`src/rtl/button_event_pkg.sv`:
```
// Shared types and defaults for the button event generator.
// Holds the FSM state encoding and the default timing constants.
// Imported by button_event and usable by other control-input blocks.
package button_event_pkg;

  typedef enum logic [1:0] {
    IDLE    = 2'd0,
    PRESSED = 2'd1,
    HELD    = 2'd2
  } btn_state_t;

  localparam int BTN_LONG_CYCLES_DEF   = 8;
  localparam int BTN_REPEAT_CYCLES_DEF = 4;
  localparam int BTN_CNT_W_DEF         = 16;
  localparam int BTN_PRESS_CNT_W       = 8;

endpackage

```
`src/rtl/button_event_edge_detect.sv`:
```
// edge_detect: one-cycle rise/fall strobes for a level already synchronous to clk.
// Latency: rise/fall are combinational against the previous registered sample.
// No backpressure; samples the input every cycle.
module edge_detect (
  input  logic clk,
  input  logic rst,
  input  logic din,
  output logic rise,
  output logic fall
);

  logic prev_q;

  // Previous-cycle sample; cleared by reset so a level high across reset reads as a rise.
  always_ff @(posedge clk) begin
    if (rst) prev_q <= 1'b0;
    else     prev_q <= din;
  end

  assign rise = din & ~prev_q;
  assign fall = ~din & prev_q;

endmodule

```
`src/rtl/button_event.sv`:
```
// button_event: debounced level -> press/release/long/repeat pulses, held level, press count.
// Latency: every output is registered one edge after the sampled input change.
// No backpressure. Optional auto-repeat enabled by macro BUTTON_EVENT_REPEAT_EN.
module button_event
  import button_event_pkg::*;
#(
  parameter int LONG_CYCLES   = BTN_LONG_CYCLES_DEF,
  parameter int REPEAT_CYCLES = BTN_REPEAT_CYCLES_DEF,
  parameter int CNT_W         = BTN_CNT_W_DEF
) (
  input  logic                       clk,
  input  logic                       rst,
  input  logic                       btn_in,
  output logic                       press_pulse,
  output logic                       release_pulse,
  output logic                       long_pulse,
  output logic                       repeat_pulse,
  output logic                       held,
  output logic [BTN_PRESS_CNT_W-1:0] press_count
);

  localparam logic [CNT_W-1:0] LONG_LAST = CNT_W'(LONG_CYCLES - 1);
  localparam logic [CNT_W-1:0] REP_LAST  = CNT_W'(REPEAT_CYCLES - 1);

  btn_state_t                 state, state_n;
  logic [CNT_W-1:0]           timer, timer_n;
  logic                       rise, fall;
  logic                       press_n, release_n, long_n, held_n;
  logic [BTN_PRESS_CNT_W-1:0] count_n;

  edge_detect u_edge (
    .clk  (clk),
    .rst  (rst),
    .din  (btn_in),
    .rise (rise),
    .fall (fall)
  );

`ifdef BUTTON_EVENT_REPEAT_EN
  logic repeat_n;
`else
  // Repeat hardware is absent; keep the reload constant referenced for lint.
  logic unused_rep_last;
  assign unused_rep_last = ^REP_LAST;
  assign repeat_pulse    = 1'b0;
`endif

  // Next-state, timer and output-pulse decode; a fall always wins over a timer expiry.
  always_comb begin
    state_n   = state;
    timer_n   = timer;
    press_n   = 1'b0;
    release_n = 1'b0;
    long_n    = 1'b0;
    count_n   = press_count;
`ifdef BUTTON_EVENT_REPEAT_EN
    repeat_n  = 1'b0;
`endif
    case (state)
      IDLE: begin
        if (rise) begin
          state_n = PRESSED;
          timer_n = '0;
          press_n = 1'b1;
          count_n = press_count + 1'b1;
        end
      end
      PRESSED: begin
        if (fall) begin
          state_n   = IDLE;
          release_n = 1'b1;
        end else if (timer == LONG_LAST) begin
          state_n = HELD;
          long_n  = 1'b1;
          timer_n = '0;
        end else begin
          timer_n = timer + 1'b1;
        end
      end
      HELD: begin
        if (fall) begin
          state_n   = IDLE;
          release_n = 1'b1;
        end
`ifdef BUTTON_EVENT_REPEAT_EN
        else if (timer == REP_LAST) begin
          repeat_n = 1'b1;
          timer_n  = '0;
        end else begin
          timer_n = timer + 1'b1;
        end
`else
        else begin
          timer_n = '0;
        end
`endif
      end
      default: state_n = IDLE;
    endcase
    held_n = (state_n != IDLE);
  end

  // State, timer and registered outputs.
  always_ff @(posedge clk) begin
    if (rst) begin
      state         <= IDLE;
      timer         <= '0;
      press_pulse   <= 1'b0;
      release_pulse <= 1'b0;
      long_pulse    <= 1'b0;
      held          <= 1'b0;
      press_count   <= '0;
    end else begin
      state         <= state_n;
      timer         <= timer_n;
      press_pulse   <= press_n;
      release_pulse <= release_n;
      long_pulse    <= long_n;
      held          <= held_n;
      press_count   <= count_n;
    end
  end

`ifdef BUTTON_EVENT_REPEAT_EN
  // Auto-repeat strobe register.
  always_ff @(posedge clk) begin
    if (rst) repeat_pulse <= 1'b0;
    else     repeat_pulse <= repeat_n;
  end
`endif

endmodule

```
`config.mk`:
```
export PLATFORM = sky130hd
export DESIGN_NAME = button_event
export DESIGN_NICKNAME = d
export VERILOG_FILES = /design/src/rtl/button_event_pkg.sv /design/src/rtl/button_event_edge_detect.sv /design/src/rtl/button_event.sv
export SDC_FILE = /design/constraint.sdc
export NUM_CORES = 1
export LEC_CHECK = 0
export CORE_MARGIN = 4
export CORE_UTILIZATION = 40
export CTS_BUF_LIST = sky130_fd_sc_hd__clkbuf_2
export DETAILED_ROUTE_END_ITERATION = 8
export MAX_ROUTING_LAYER = met4
export PLACE_DENSITY = 0.62
export SLEW_MARGIN = 10
export SYNTH_ARGS = -nofsm -noshare
export SYNTH_HDL_FRONTEND = slang
export SYNTH_SLANG_ARGS = --single-unit
```
`constraint.sdc`:
```
create_clock -name clk -period 2 [get_ports clk]
set_input_delay 0.4 -clock clk [delete_from_list [all_inputs] [get_ports clk]]
set_output_delay 0.4 -clock clk [all_outputs]
set_load 0.005 [all_outputs]
```
Yosys cells after proc, flatten, opt, wreduce, memory -nomap -nowiden
Cells that the tools add are included.
{ "totals": {"inputBits": 3, "romBits": 0, "regBits": 31, "ram_bits": 0, "out_inout_bits": 13, "n_memories": 0, "elab_cells": 45, "latchBits": 0} }
{ "classes": {"n_bitwise": 7, "n_shift": 0, "div_mod_pow": 0, "muxes": 13, "reduce_logical": 9, "n_lt_le_gt_ge": 0, "addsub": 2, "n_mul": 0, "eq_ne": 6} }
{ "ops": {"columns": ["op", "count"], "rows": [
  ["16-bit two-way mux", 4],
  ["16-bit case mux with 3 select lines", 1],
  ["16-bit by 1-bit adder with 16-bit output, second input constant", 1],
  ["16-bit by 3-bit == test with 1-bit output, second input constant", 1],
  ["8-bit by 1-bit adder with 8-bit output, second input constant", 1],
  ["2-bit two-way mux", 4],
  ["2-bit != test, second input constant", 3],
  ["2-bit case mux with 3 select lines", 1],
  ["2-bit OR reduction", 3],
  ["1-bit inverter", 5],
  ["4-bit AND reduction", 1],
  ["1-bit two-way mux", 3],
  ["3-bit nonzero test", 1],
  ["3-bit OR reduction", 1],
  ["1-bit AND", 2],
  ["2-bit by 1-bit == test with 1-bit output, second input constant", 1],
  ["2-bit == test, second input constant", 1],
  ["2-bit zero test", 1],
  ["2-bit AND reduction", 1],
  ["2-bit nonzero test", 1]
]} }

Depth between registers and ports, before layout
Gate-level depths: netlist of run 1.
{ "depth": {"ltp_word": 5, "mapped_depth": 9} }

Hierarchy
Synthesis of run 1 repeated with hierarchy kept, for this count alone.
{ "unflattened": {"hier_cells": 170, "area_unflattened_um2": 1519.0} }
{ "by_module_without_submodules": {"columns": ["mod", "instances", "cells_per_inst", "area_per_inst_um2"], "rows": [
  ["button_event", 1, 166, 1480.2],
  ["edge_detect", 1, 4, 38.8]
]} }

Worst setup path before layout of run 1
OpenSTA, ideal clock, no wires.
{ "synth_path": {"path_type": "reg2reg", "from": "register state[0]", "to": "register timer[14]", "path_buffers": 2, "setup_ns": 0.080, "path_slack_ns": -0.059, "required_time_ns": 1.920, "period_less_slack_ns": 2.059, "arrival_ns": 1.980, "path_stages_with_launch": 8, "cell_sequence": "dfxtp_1 -> inv_1 -> ha_1 -> buf_4 -> o31a_2 -> clkbuf_8 -> or4_1 -> a211oi_2"} }
{ "synth_between": {"elab_chain_len": 3, "word_cells_on_any_way": 9} }
{ "synth_rtl": {"columns": ["item", "line", "source"], "rows": [
  ["from (decl)", "button_event.sv:25", "btn_state_t state, state_n;"],
  ["from (signal assigned)", "button_event.sv:114", "state <= state_n;"],
  ["2-bit by 1-bit == test with 1-bit output (tied with other cells)", "button_event.sv:59", "case (state)"],
  ["2-bit != test (no line) / 3-bit nonzero test (equally long branches)", null, null],
  ["4-bit AND reduction (no line)", null, null],
  ["to (signal assigned)", "button_event.sv:115", "timer <= timer_n;"],
  ["to (decl)", "button_event.sv:26", "logic [CNT_W-1:0] timer, timer_n;"]
]} }
Parallel ways exist; a longest one is shown, timed or not.
A chain may end at the register's enable or synchronous reset.

Final worst setup path of run 1
{ "layout_path": {"from": "register state[1]", "to": "register timer[3]"} }
The elaborated chain is that of the path after synthesis.

==> run metrics, run 1 <==
vias post-DR ~1,700; final setup fails 0; endpoints failing hold 0; Hold Path End timer[1]; width of the die ~73 µm; core area 4060 µm²; nets between 200 and 250; fin crit share 96.8%; vias in the first global route 1,522; hold path startpoint timer[1]; pwr dens 617 nW/µm²; FF+latch count, synth 31; yosys warns 0; Post-synth top flop dfxtp_1; Design Power 1290 µW; Clock Latency Late Sink 380 ps; worst min-delay path class register to register; CP max FO 10; M1 GR Usage 23.8%; Worst-Margin Slew 555 ps; multi-input combinational cell area 993 µm²; Reg2Reg Depth 7; die footprint 5360 µm²; fraction of layout cells with a size suffix above 1 21.0%; crit-path cells inv_1 -> ha_1 -> nor2_2 -> o31a_4 -> clkbuf_4 -> or3_1 -> a211oi_2; Arrival @ worst endpoint 2250 ps; most common cell after layout, fill and taps aside dfxtp_1; Max Cap Violations 0; relative slew slack approximately 63%; register area 626 µm²; Max IR drop VDD 300 µV; fill cell count 376; overall routed net length 4220 µm; met2 Track Usage GR between 20% and 30%; # IOs 16; CTS Buf Count 5; Setup crit end kind register; sequential share of the synthesized area a little over a third; HPWL Detailed 2870 µm; Reg2Reg Setup Slack 60 ps; pin count of the biggest net entering global routing 17; Setup TNS Final 0 ps; top post-synthesis cells by area dfxtp_1 (36%), or4_1 (4.8%), ha_1 (4.4%); grt ovf 0; async set-or-reset flop fraction in the synthesized netlist 0%; drt first pass iters 5; Starting Density a little over two fifths; FP Rows 23; startpoint types register; GRT Max-Usage Layer met2; synthesized netlist cell count 195; RSZ-0062 raised after global routing no; commonest cells after routing, fill and taps aside dfxtp_1 (29), buf_4 (21), nand2_1 (15), clkdlybuf4s50_1 (14), nor2_1 (12); first-pass GRT wire length 7180 µm; Final GP Congestion 0.905; initial antenna violation count 0; syn_nets 204; Max Freq 516 MHz; Cell Area, Synth about 1700 µm²; critical path required time 2320 ps; RR Endpoint timer[3]; Pleak ~0.00070 µW; root buffer cell clkbuf_2; CTS H-tree depth 2; Clock Skew 13.8 ps; CTS Sinks 31; Port Buffers 14; largest area contributor in the netlist dfxtp_1; CP peak stage delay 380 ps; # hold bufs at CTS 0; Bufs and invs on worst path 2; top cell type's share of synthesized area 36.4%; Via density 6.08; status complete, no violations; first-iteration detailed-routing DRC count about 100; fin crit period 1940 ps; DR WL/cell 15.4 µm; total track usage between 10% and 20%; CP max stage cell or3_1; EDFF count, synth 0; clk slew on worst S/H paths 170 ps; Layout Utilization a little over 50%; Slew Viols, Final 0; CP Class register to register; Synth-to-Final Area Change 22.5%; CTS tree done; Avg Cell Area, Syn 8.73 µm²; hold depth 2; number of nets with antenna violations after routing 0; GR Util met3 about 4.3%; Worst path top cell family by delay compound AO/OA/AOI/OAI gates; CTS max path bufs 2; Critical R2R Launch state[1]; Die H 73.2 µm; ANT cells 0; Distinct cells, synth 41; Remaining DRCs 0
cell usage after synthesis (all sizes together) (2+ instances only):
master,number
o31ai,10
buf,4
or3,3
nand3,10
clkbuf,11
o21ai,5
dfxtp,31
xnor2,3
nand4,12
a211oi,11
nand4b,2
and3b,3
inv,4
o211ai,2
ha,6
nor2,13
xor2,3
and3,2
nor3,6
nand2,15
a21oi,5
nor2b,4
a31oi,4
nor4,5
or4,11
what timing repair did:
| action | in CTS | in global routing |
|---|---|---|
| endpoints found under the setup margin | 3 | 17 |
| pin swaps | 1 | 1 |
| setup buffers | 2 | 3 |
| gates resized for setup | 2 | 10 |
worst max path at each step:
stage,slack [ps],end,cells past startpoint,startpoint
6_report,60,timer[3],7,state[1]
2_1_floorplan,20,timer[14],7,state[1]
5_1_grt,7,timer[5],8,state[0]
4_1_cts,10,timer[3],6,state[0]
3_3_place_gp,-210,timer[5],5,btn_in
3_5_place_dp,-260,timer[7],5,btn_in
through the flow:
stage	cells	hold slack [ps]	area [µm²]	setup slack, ps
2_1_floorplan	195	449	1710	22.2
3_3_place_gp	261	463	1940	-214
3_5_place_dp	261	482	1940	-257
4_1_cts	271	504	2020	13.7
5_1_grt	274	520	2090	6.66
6_report	274	499	2090	63.5
flip-flops by register name, summed over array words and instances, names as in the netlist:
signal and cells:
press_count 8, release_pulse 1, long_pulse 1, u_edge.prev_q 1, held 1, press_pulse 1
timer 16, state 2
routing by layer:
| layer | up-vias | share of wire (%) |
|---|---|---|
| met5 | - | 0 |
| met2 | 59 | 45 |
| met1 | 809 | 47 |
| met4 | 0 | 1.4 |
| li1 | 792 | - |
| met3 | 7 | 6.6 |
final cells by class:
| type | count | area share (%) |
|---|---|---|
| multi-input cells | 144 | 47.6 |
| well taps | 50 | 3.00 |
| repair buffers | 37 | 15.6 |
| inverters | 4 | 0.720 |
| clock buffers | 5 | 1.20 |
| clock inverters | 3 | 1.86 |
| flip-flops and latches | 31 | 30.0 |
cells by family after synthesis:
kind of cell	share of synthesized area (%)
AND/OR/NAND/NOR	30.1
AO/OA/AOI/OAI	17.8
flip-flops	36.4
buffers and inverters	8.01
XOR/XNOR	3.09
adder cells (fa/ha/maj)	4.41
other	0.220
tightest hold or removal path, cell delays in order (launching register included):
cell and delay (ps):
dfxtp_1 360, nand2_1 60, a21oi_1 50
report_power, final:
part	switching, µW	internal, µW	total [µW]
logic	114	96.3	210
registers	12.0	632	644
clock network	226	206	432
Note: power is estimated with default switching activity, not from simulation.
==> run 2, diff against run 1 <==
Settings changed: CAP_MARGIN set to 20.
==> results of run 2 <==
Same layout as run 1: the final DEF is identical, and so are final timing and power.
==> run 3, diff against run 2 <==
Settings changed: CELL_PAD_IN_SITES_DETAIL_PLACEMENT set to 1, CELL_PAD_IN_SITES_GLOBAL_PLACEMENT set to 2, CORE_UTILIZATION 40 to 31, CTS_BUF_LIST sky130_fd_sc_hd__clkbuf_2 to not set, PLACE_DENSITY 0.62 to 0.75, RECOVER_POWER set to 50.
==> run 3 against run 2 <==
  * Clock-buffer cell count is 1 higher
  * Critical endpoint is now timer[5]
  * Hold slack worse by 14 ps
  * Sequential cell count stayed put
==> run metrics, run 3 (synthesized netlist as in run 1, its figures left out) <==
grt ovf 0 (unchanged); Clock Latency Late Sink 280 ps (-100 ps); Arrival @ worst endpoint 2150 ps (-100 ps); DR WL/cell 16.8 µm (+9.0%); CTS Buf Count 5 (unchanged); hold slack 485 ps (-13.9 ps); ANT cells 0 (unchanged); HPWL Detailed 3390 µm (+18%); initial antenna violation count 0 (unchanged); pin count of the biggest net entering global routing 23 (+6); # IOs 16 (unchanged); Final GP Congestion 0.823 (-9.0%); worst min-delay path class register to register; hold depth 2 (unchanged); Biggest register timer; pwr dens 699 nW/µm² (+13%); CP max FO 5 (-5); RSZ-0062 raised after global routing yes; final setup fails 0 (unchanged); CP max stage cell clkdlybuf4s50_1; CTS H-tree depth 2 (unchanged); vias post-DR 1,639 (-1.7%); placed instance area 1980 µm² (+1.9%); Via density 5.63 (-7.4%); fin crit period 1960 ps (+20.3 ps); CP Class input port to register; Clock Skew 6.51 ps (-7.34 ps); endpoints failing hold 0 (unchanged); FP Rows 26 (+13%); vias in the first global route 1,638 (+7.6%); first-pass GRT wire length 7800 µm (+8.6%); Reg2Reg Depth 4 (-3); fin crit share 97.8% (+1.0 points); Port Buffers 14 (unchanged); root buffer cell clkbuf_8; clk slew on worst S/H paths 70 ps (-100 ps); Max Freq 511 MHz (-1.0%); Largest regs timer (16), press_count (8), state (2); Starting Density 32.7% (-9.3 points); total track usage 15.3% (-2.0 points); Pleak 0.000708 µW (+0.84%); startpoint types input port; width of the die 82.1 µm (+12%); most common cell after layout, fill and taps aside dfxtp_1; Max IR drop VDD 327 µV (+9.2%); CTS tree done; Remaining DRCs 0 (unchanged); overall routed net length 4890 µm (+16%); drt first pass iters 4 (-1); # hold bufs at CTS 0 (unchanged); Worst-Margin Slew 532 ps (-22.3 ps); Synth-to-Final Area Change 26.2%; Setup TNS Final 0 ps (unchanged); Die H 82.1 µm (+12%); first-iteration detailed-routing DRC count 132 (+31%); fraction of layout cells with a size suffix above 1 19.9% (-1.1 points); critical path required time 2190 ps (-130 ps); CP peak stage delay 500 ps (+120 ps); Setup crit end kind register; status complete, no violations; number of nets with antenna violations after routing 0 (unchanged); Design Power 1500 µW (+17%); core area 5200 µm² (+28%); commonest cells after routing, fill and taps aside dfxtp_1 (29), nand2_1 (15), buf_4 (15), clkdlybuf4s50_1 (14), nor2_1 (12); final instance area 2150 µm² (+3.0%); relative slew slack 64.3% (+1.5 points); crit-path cells clkdlybuf4s50_1 -> nor2b_1 -> o31a_4 -> or4_1 -> a211oi_1; CTS Sinks 31 (unchanged); Slew Viols, Final 0 (unchanged); Largest register FFs 16 (unchanged); CTS max path bufs 2 (unchanged); nets 229 (-1.3%); die footprint 6740 µm² (+26%); Max Cap Violations 0 (unchanged)
run 3: cell types whose count changed in the layout (fill, tap and decap cells not counted), sizes merged:
cell / previous run / this run
clkbuf: 6 / 7
buf: 22 / 17
o31a: 1 / 3
clkinv: 2 / 1
run 3: timing repair:
| action | in CTS | in global routing |
|---|---|---|
| gates resized for setup | 1 | 9 |
| gates cloned | 0 | 2 |
| endpoints found under the setup margin | 1 | 15 |
| buffers inserted | 0 | 0 |
| pin swaps | 0 | 2 |
run 3: routing by layer:
layer	GRT usage [%]	routed length, µm	vias to the layer above
li1	-	-	796
met1	18.6	2190	798
met2	25.4	2420	39
met3	3.80	236	6
met4	3.99	46	0
met5	-	0	-
run 3: power by group:
part           internal [µW]  leakage [µW]  switching (µW)
registers                631      0.000252            12.5
clock network            403     0.0000612             241
logic                   96.0      0.000395             118
total                   1130      0.000708             371
run 3: worst max-delay path: cells and delay by family:
kind,cells,cell delay (ps)
AO/OA/AOI/OAI,2,640
buffers and inverters,1,500
AND/OR/NAND/NOR,2,610
run 3: final timing paths:
check	from	to	slack, ps
hold reg to reg	timer[1]	timer[1]	480
hold / removal	timer[1]	timer[1]	480
setup reg to reg	timer[8]	timer[15]	60
setup / recovery	btn_in	timer[5]	40
run 3: stage by stage:
step	utilization, %	cells	setup slack [ps]
2_1_floorplan	-	195	22.2
3_3_place_gp	38.0	281	-208
3_5_place_dp	38.0	281	-279
4_1_cts	40.3	289	-2.93
5_1_grt	41.3	291	-31.3
6_report	41.3	291	43.1
run 3: cell type report:
cell class	instances	area (µm²)
Clock buffer	6	82.6
Clock inverter	2	35.0
Fill cell	655	3060
Inverter	4	15.0
Multi-Input combinational cell	146	1010
Sequential cell	31	623
Tap cell	70	87.6
Timing Repair Buffer	32	297
